==> config.mk <==
export PLATFORM = sky130hd
export DESIGN_NAME = gray_step_ctrl
export DESIGN_NICKNAME = d
export VERILOG_FILES = /design/src/rtl/gray_step_ctrl.sv
export SDC_FILE = /design/constraint.sdc
export NUM_CORES = 1
export LEC_CHECK = 0
export CORE_UTILIZATION = 40
export CTS_CLUSTER_DIAMETER = 40
export DETAILED_ROUTE_END_ITERATION = 6
export DONT_BUFFER_PORTS = 1
export SYNTH_ARGS = -nofsm -noshare
export SYNTH_HDL_FRONTEND = slang
export SYNTH_SLANG_ARGS = --single-unit
==> constraint.sdc <==
create_clock -name clk -period 2.7 [get_ports clk]
set_clock_uncertainty 0.15 [all_clocks]
set_input_delay 0.54 -clock clk [delete_from_list [all_inputs] [get_ports clk]]
set_output_delay 0.54 -clock clk [all_outputs]
set_load 0.03 [all_outputs]
==> src/rtl/gray_step_ctrl.sv <==
// Gray-coded position stepper: walks a binary position up or down by a
// programmed count, one step every DIV clocks, with a registered Gray copy.
module gray_step_ctrl #(
    parameter int SIZE = 4,
    parameter int DIV  = 2
) (
    input  logic            clk,
    input  logic            rst,
    input  logic            start,
    input  logic            dir,
    input  logic [SIZE-1:0] len,
    input  logic            load,
    input  logic [SIZE-1:0] load_val,
    input  logic            pause,
    input  logic            abort,
    output logic [SIZE-1:0] bin_out,
    output logic [SIZE-1:0] gray_out,
    output logic            step_valid,
    output logic            busy,
    output logic            done
);

    localparam int PW = (DIV > 1) ? $clog2(DIV) : 1;

    typedef enum logic [1:0] {
        IDLE = 2'd0,
        RUN  = 2'd1,
        HOLD = 2'd2,
        DONE = 2'd3
    } state_t;

    state_t          state_q, state_d;
    logic [PW-1:0]   prescaler_q, prescaler_d;
    logic [SIZE-1:0] steps_left_q, steps_left_d;
    logic            dir_q, dir_d;
    logic [SIZE-1:0] bin_q, bin_d;
    logic [SIZE-1:0] gray_q, gray_d;
    logic            step_valid_q, step_valid_d;
    logic            advance;

    always_ff @(posedge clk) begin
        if (rst) begin
            state_q      <= IDLE;
            prescaler_q  <= '0;
            steps_left_q <= '0;
            dir_q        <= 1'b0;
            bin_q        <= '0;
            gray_q       <= '0;
            step_valid_q <= 1'b0;
        end else begin
            state_q      <= state_d;
            prescaler_q  <= prescaler_d;
            steps_left_q <= steps_left_d;
            dir_q        <= dir_d;
            bin_q        <= bin_d;
            gray_q       <= gray_d;
            step_valid_q <= step_valid_d;
        end
    end

    // Leaving HOLD counts as a normal RUN cycle, so each held cycle costs exactly one clock.
    always_comb begin
        state_d      = state_q;
        prescaler_d  = prescaler_q;
        steps_left_d = steps_left_q;
        dir_d        = dir_q;
        bin_d        = bin_q;
        step_valid_d = 1'b0;
        advance      = 1'b0;

        case (state_q)
            IDLE: begin
                if (load) begin
                    bin_d = load_val;
                end else if (start) begin
                    if (len != '0) begin
                        dir_d        = dir;
                        steps_left_d = len;
                        prescaler_d  = '0;
                        state_d      = RUN;
                    end else begin
                        state_d = DONE;
                    end
                end
            end
            RUN: begin
                if (abort) begin
                    state_d = IDLE;
                end else if (pause) begin
                    state_d = HOLD;
                end else begin
                    advance = 1'b1;
                end
            end
            HOLD: begin
                if (abort) begin
                    state_d = IDLE;
                end else if (!pause) begin
                    state_d = RUN;
                    advance = 1'b1;
                end
            end
            DONE: begin
                state_d = IDLE;
            end
            default: begin
                state_d = IDLE;
            end
        endcase

        if (advance) begin
            if (prescaler_q == PW'(DIV - 1)) begin
                prescaler_d  = '0;
                bin_d        = dir_q ? (bin_q - SIZE'(1)) : (bin_q + SIZE'(1));
                step_valid_d = 1'b1;
                steps_left_d = steps_left_q - SIZE'(1);
                if (steps_left_q == SIZE'(1)) begin
                    state_d = DONE;
                end
            end else begin
                prescaler_d = prescaler_q + PW'(1);
            end
        end

        gray_d = bin_d ^ (bin_d >> 1);
    end

    assign bin_out    = bin_q;
    assign gray_out   = gray_q;
    assign step_valid = step_valid_q;
    assign busy       = (state_q != IDLE);
    assign done       = (state_q == DONE);

endmodule

# Word-level counts from Yosys, hierarchy flattened
# Index checks and enable logic that the tools add are counted.
[word_totals]
register_bits = 17
inputBits = 15
output_inout_bits = 11
elab_cells = 61
[op_classes]
add_sub_neg = 4
n_eq_ne = 5
mux = 32
bitwise = 3
reduce_logical = 10
[op_table]
columns = ["operator", "n"]
rows = [
  ["4-bit two-way mux", 11],
  ["2-bit two-way mux", 10],
  ["1-bit two-way mux", 10],
  ["2-bit case mux with 4 select lines", 1],
  ["4-bit AND reduction", 2],
  ["2-bit nonzero test", 4],
  ["4-bit by 1-bit subtractor with 4-bit output, second input constant", 2],
  ["4-bit by 1-bit adder with 4-bit output, second input constant", 1],
  ["2-bit equality test, second input constant", 2],
  ["4-bit by 1-bit equality test with 1-bit output, second input constant", 1],
  ["4-bit nonzero test", 1],
  ["2-bit OR reduction", 2],
  ["4-bit by 3-bit XOR with 4-bit output", 1],
  ["2-bit by 1-bit equality test with 1-bit output, second input constant", 1],
  ["2-bit zero test", 1],
  ["2-bit by 1-bit != test with 1-bit output, second input constant", 1],
  ["1-bit inverter", 2],
  ["1-bit adder, second input constant", 1],
]

# Logic depth before layout (Yosys ltp)
[logic_depth]
word_depth = 8
ltp_mapped = 9

# Least setup slack after synthesis
# Ideal clock, no wire load.
[synth_timing]
path_kind = "register to register"
from = "reg bin_q[2], in the netlist bin_out[2]"
to = "reg gray_q[2], in the netlist gray_out[2]"
setup_time_ns = 0.121
arrival_time_ns = 2.152
slack_ns = 0.277
stages_incl_launch_ff = 7
period_less_slack_ns = 2.423
path_cell_list = "dfxtp_1 > ha_1 > and3_1 > or3_1 > and2_0 > a311o_1 > mux2_4"
[synth_between]
elab_chain_len = 5
word_cells_on_any_way = 8
[synth_lines]
columns = ["element", "line", "text"]
rows = [
  ["start, declared", "36", "logic [SIZE-1:0] bin_q, bin_d;"],
  ["start signal, assigned", "55", "bin_q <= bin_d;"],
  ["4-bit by 1-bit adder with 4-bit output (tied with other cells)", "114", "bin_d = dir_q ? (bin_q - SIZE'(1)) : (bin_q + SIZE'(1));"],
  ["4-bit two-way mux, on equally long branches", "114, 71", ""],
  ["4-bit two-way mux", "112", "if (prescaler_q == PW'(DIV - 1)) begin"],
  ["4-bit two-way mux (*)", "111", "if (advance) begin"],
  ["4-bit by 3-bit XOR with 4-bit output (*)", "125", "gray_d = bin_d ^ (bin_d >> 1);"],
  ["end signal, assigned", "56", "gray_q <= gray_d;"],
  ["end, declared", "37", "logic [SIZE-1:0] gray_q, gray_d;"],
]
# Every way passes the cells marked *; elsewhere a longest branch is shown, timed or not.
# A chain may end at the register's enable or synchronous reset.

# Final worst setup path
[layout_timing]
from = "reg state_q[1]"
to = "reg gray_q[2], in the netlist gray_out[2]"
[layout_between]
elab_chain_len = 5
word_cells_on_any_way = 9
[layout_lines]
columns = ["element", "line", "text"]
rows = [
  ["start, declared", "32", "state_t state_q, state_d;"],
  ["start signal, assigned", "51", "state_q <= state_d;"],
  ["2-bit equality test (tied with other cells)", "71", "case (state_q)"],
  ["2-bit OR reduction (no source line) / 4-bit two-way mux (equally long branches)", "--", ""],
  ["1-bit two-way mux / 4-bit two-way mux (equally long branches)", "--", ""],
  ["4-bit two-way mux (*)", "111", ""],
  ["4-bit by 3-bit XOR with 4-bit output (*)", "125", ""],
]
# Marks and branches as above.

==> run_results.csv <==
group,metric,value,unit
outcome,status,"completed",
logic_synthesis,postSynthCellCount,110,
floorplan,dieArea,2566,um^2
logic_synthesis,synth.largest_area_cell,"dfxtp_1",
clock_tree,post-cts-setup-buffers,0,
timing,fin_crit,2.418,ns
drt,drt_iter0_drc,9,
floorplan,initial_utilization,42.82,%
worst_setup_path,endpoint_kind,"flip-flop",
worst_setup_path,crit_fanout,18,
min_path,min-delay-start,"rst",
logic_synthesis,seq_area_frac_synth,33.82,%
worst_setup_path,crit_slowest_cell,"dfxtp_1",
timing,min_period_over_period,89.55,%
logic_synthesis,ys.flop_type,"dfxtp_1",
global_route,antenna_found_initial,0,
worst_setup_path,critPathTopFamily,"compound AO/OA/AOI/OAI gates",
logic_synthesis,syn_avg_cell_area,8.611,um^2
finish,fin_area,1030,um^2
clock_tree,cts_sinks,16,
drt,wl,1.886,mm
worst_setup_path,rr_startpoint,"state_q[1]",
power_and_ir_drop,leakagePower,0.4332,nW
timing,hold_slack,0.1482,ns
placed_design,io_buffers,0,
logic_synthesis,yosysWarningCount,0,
worst_setup_path,cp-start-kind,"flip-flop",
drt,drc,0,
timing,fmax,0.4136,GHz
logic_synthesis,synth_area,947.2,um^2
logic_synthesis,ys_seq_elements,16,
power_and_ir_drop,power.density,659.3,nW/um^2
logic_synthesis,synth_area_leaders,"dfxtp_1 34%, ha_1 11%, a211oi_1 4.8%",
logic_synthesis,yosys-top-cells-count,"16 x dfxtp_1, 12 x nor2_1, 9 x inv_1",
timing,hold_violations,0,
clock_tree,clk_latency,0.30,ns
clock_tree,clockBufferDepth,2,
floorplan,rows,17,
drt,viasPerCell,5.504,
finish,nNetsFinal,138,
global_route,grt-ovfl-total,0,
clock_tree,htree_levels,1,
worst_setup_path,crit_arrival,2.46,ns
clock_tree,ctsRootBufferMaster,"clkbuf_4",
worst_setup_path,crit_start,"state_q[1]",
global_route,grt_pass1_vias,769,
worst_setup_path,slowest_delay,0.41,ns
floorplan,die_h,50.66,um
clock_tree,ctsHoldBuffers,0,
drt,wire_per_inst,13.38,um
worst_setup_path,cp.required,2.74,ns
finish,antennaDiodeCount,0,
worst_setup_path,worstPathCellList,"inv_1, ha_1, nor4bb_2, buf_4, nor2_1, a311oi_1, a311o_1, mux2_4",
finish,syn_to_final_growth,8.719,%
floorplan,core_area,2212,um^2
logic_synthesis,synth_top_area_share,33.82,%
global_route,grt_pass1_wl,3.284,mm
power_and_ir_drop,peakVddDrop,0.2742,mV
clock_tree,cts_tree,"yes",
power_and_ir_drop,total_power,0.6789,mW
placed_design,hpwlAfterDp,1.438,mm
logic_synthesis,synth_nets,134,
global_route,grt.total_usage,17.13,%
timing,slew_headroom,69.95,%
timing,finalSetupViolations,0,
placed_design,placed_cell_area,993.5,um^2
clock_tree,numCtsBuffers,3,
clock_tree,clk_pin_slew_worst_paths,0.10,ns
finish,drive_gt1_share,8.850,%
min_path,hp-class,"input pin to flip-flop",
drt,ant_nets,0,
timing,tns,0,ns
drt,firstDrtPassIters,4,
timing,tightest_slew,0.4466,ns
logic_synthesis,synth-edff-count,0,
timing,drv_slew,0,
floorplan,die_w,50.66,um
logic_synthesis,yosysMostFrequentCell,"dfxtp_1",
floorplan,io_pins,26,
worst_setup_path,path_buf_inv,2,
logic_synthesis,synth-async-reset-ratio,0,%
logic_synthesis,ys_types,34,
timing,rsz0062_at_grt,"false",
worst_setup_path,crit_type,"flip-flop to flip-flop",
flow_run,drv_cap,0,
global_route,grt_max_degree,19,
clock_tree,ctsResizeCount,0,
placed_design,gp_congestion,0.8262,
drt,vias,776,
[power breakdown]
part / switching (mW) / internal (mW) / total, mW
Combinational: 0.114 / 0.0873 / 0.201
Sequential: 0.0459 / 0.266 / 0.312
Clock: 0.0839 / 0.0823 / 0.166
[final cells by class]
cell class	count	area (um^2)
Clock buffer	4	36.28
Sequential cell	16	320.3
Fill cell	239	1182
Inverter	9	33.78
Tap cell	28	35.03
Multi-Input combinational cell	80	574.3
Timing Repair Buffer	4	30.03
[sequential cells by signal (all words and copies together) (netlist names)]
name          flops
bin_out           4
dir_q             1
gray_out          3
prescaler_q       1
state_q           2
step_valid        1
steps_left_q      4
[cells in the final DEF (no fill, tap or decap), drive strengths merged, types with 2 or more instances in the layout]
| cell type | count |
|---|---|
| dfxtp | 16 |
| nor2 | 12 |
| inv | 9 |
| ha | 8 |
| o21ai | 6 |
| nand2 | 6 |
| a211oi | 6 |
| xnor2 | 4 |
| buf | 4 |
| clkbuf | 4 |
| a21o | 3 |
| a21oi | 3 |
| nand3 | 3 |
| a221oi | 3 |
| and3 | 2 |
| a311oi | 2 |
| nor3 | 2 |
| nor2b | 2 |
| mux2i | 2 |
| nand2b | 2 |
| a31oi | 2 |
[stage by stage]
stage          utilization (%)  setup WS (ns)  cells
2_1_floorplan                -         0.2767    110
3_3_place_gp             44.91         0.3491    137
3_5_place_dp             44.91         0.3037    137
4_1_cts                  46.55         0.2802    141
5_1_grt                  46.55         0.1410    141
6_report                 46.55         0.2822    141
[kinds of logic after synthesis]
kind of cell / share of synthesized area (%)
AO/OA/AOI/OAI: 21.27
XOR/XNOR: 4.623
adder cells (fa/ha/maj): 12.68
buffers and inverters: 6.209
flip-flops: 33.82
multiplexers: 3.698
AND/OR/NAND/NOR: 17.70
[final timing paths]
kind         depth (start not counted)     endpoint  slack, ns
max reg2reg                          8  gray_out[2]       0.28
max                                  8  gray_out[2]       0.28
min                                  1  prescaler_q       0.15
min reg2reg                          2   step_valid       0.36
[per-layer routing]
layer	up-vias	GRT usage, %	share of wire [%]
li1	394	-	-
met1	348	22.00	47
met2	29	26.22	42
met3	5	5.455	8.3
met4	0	6.944	2.0
met5	-	0	0
Note: power is estimated with default switching activity, not from simulation.
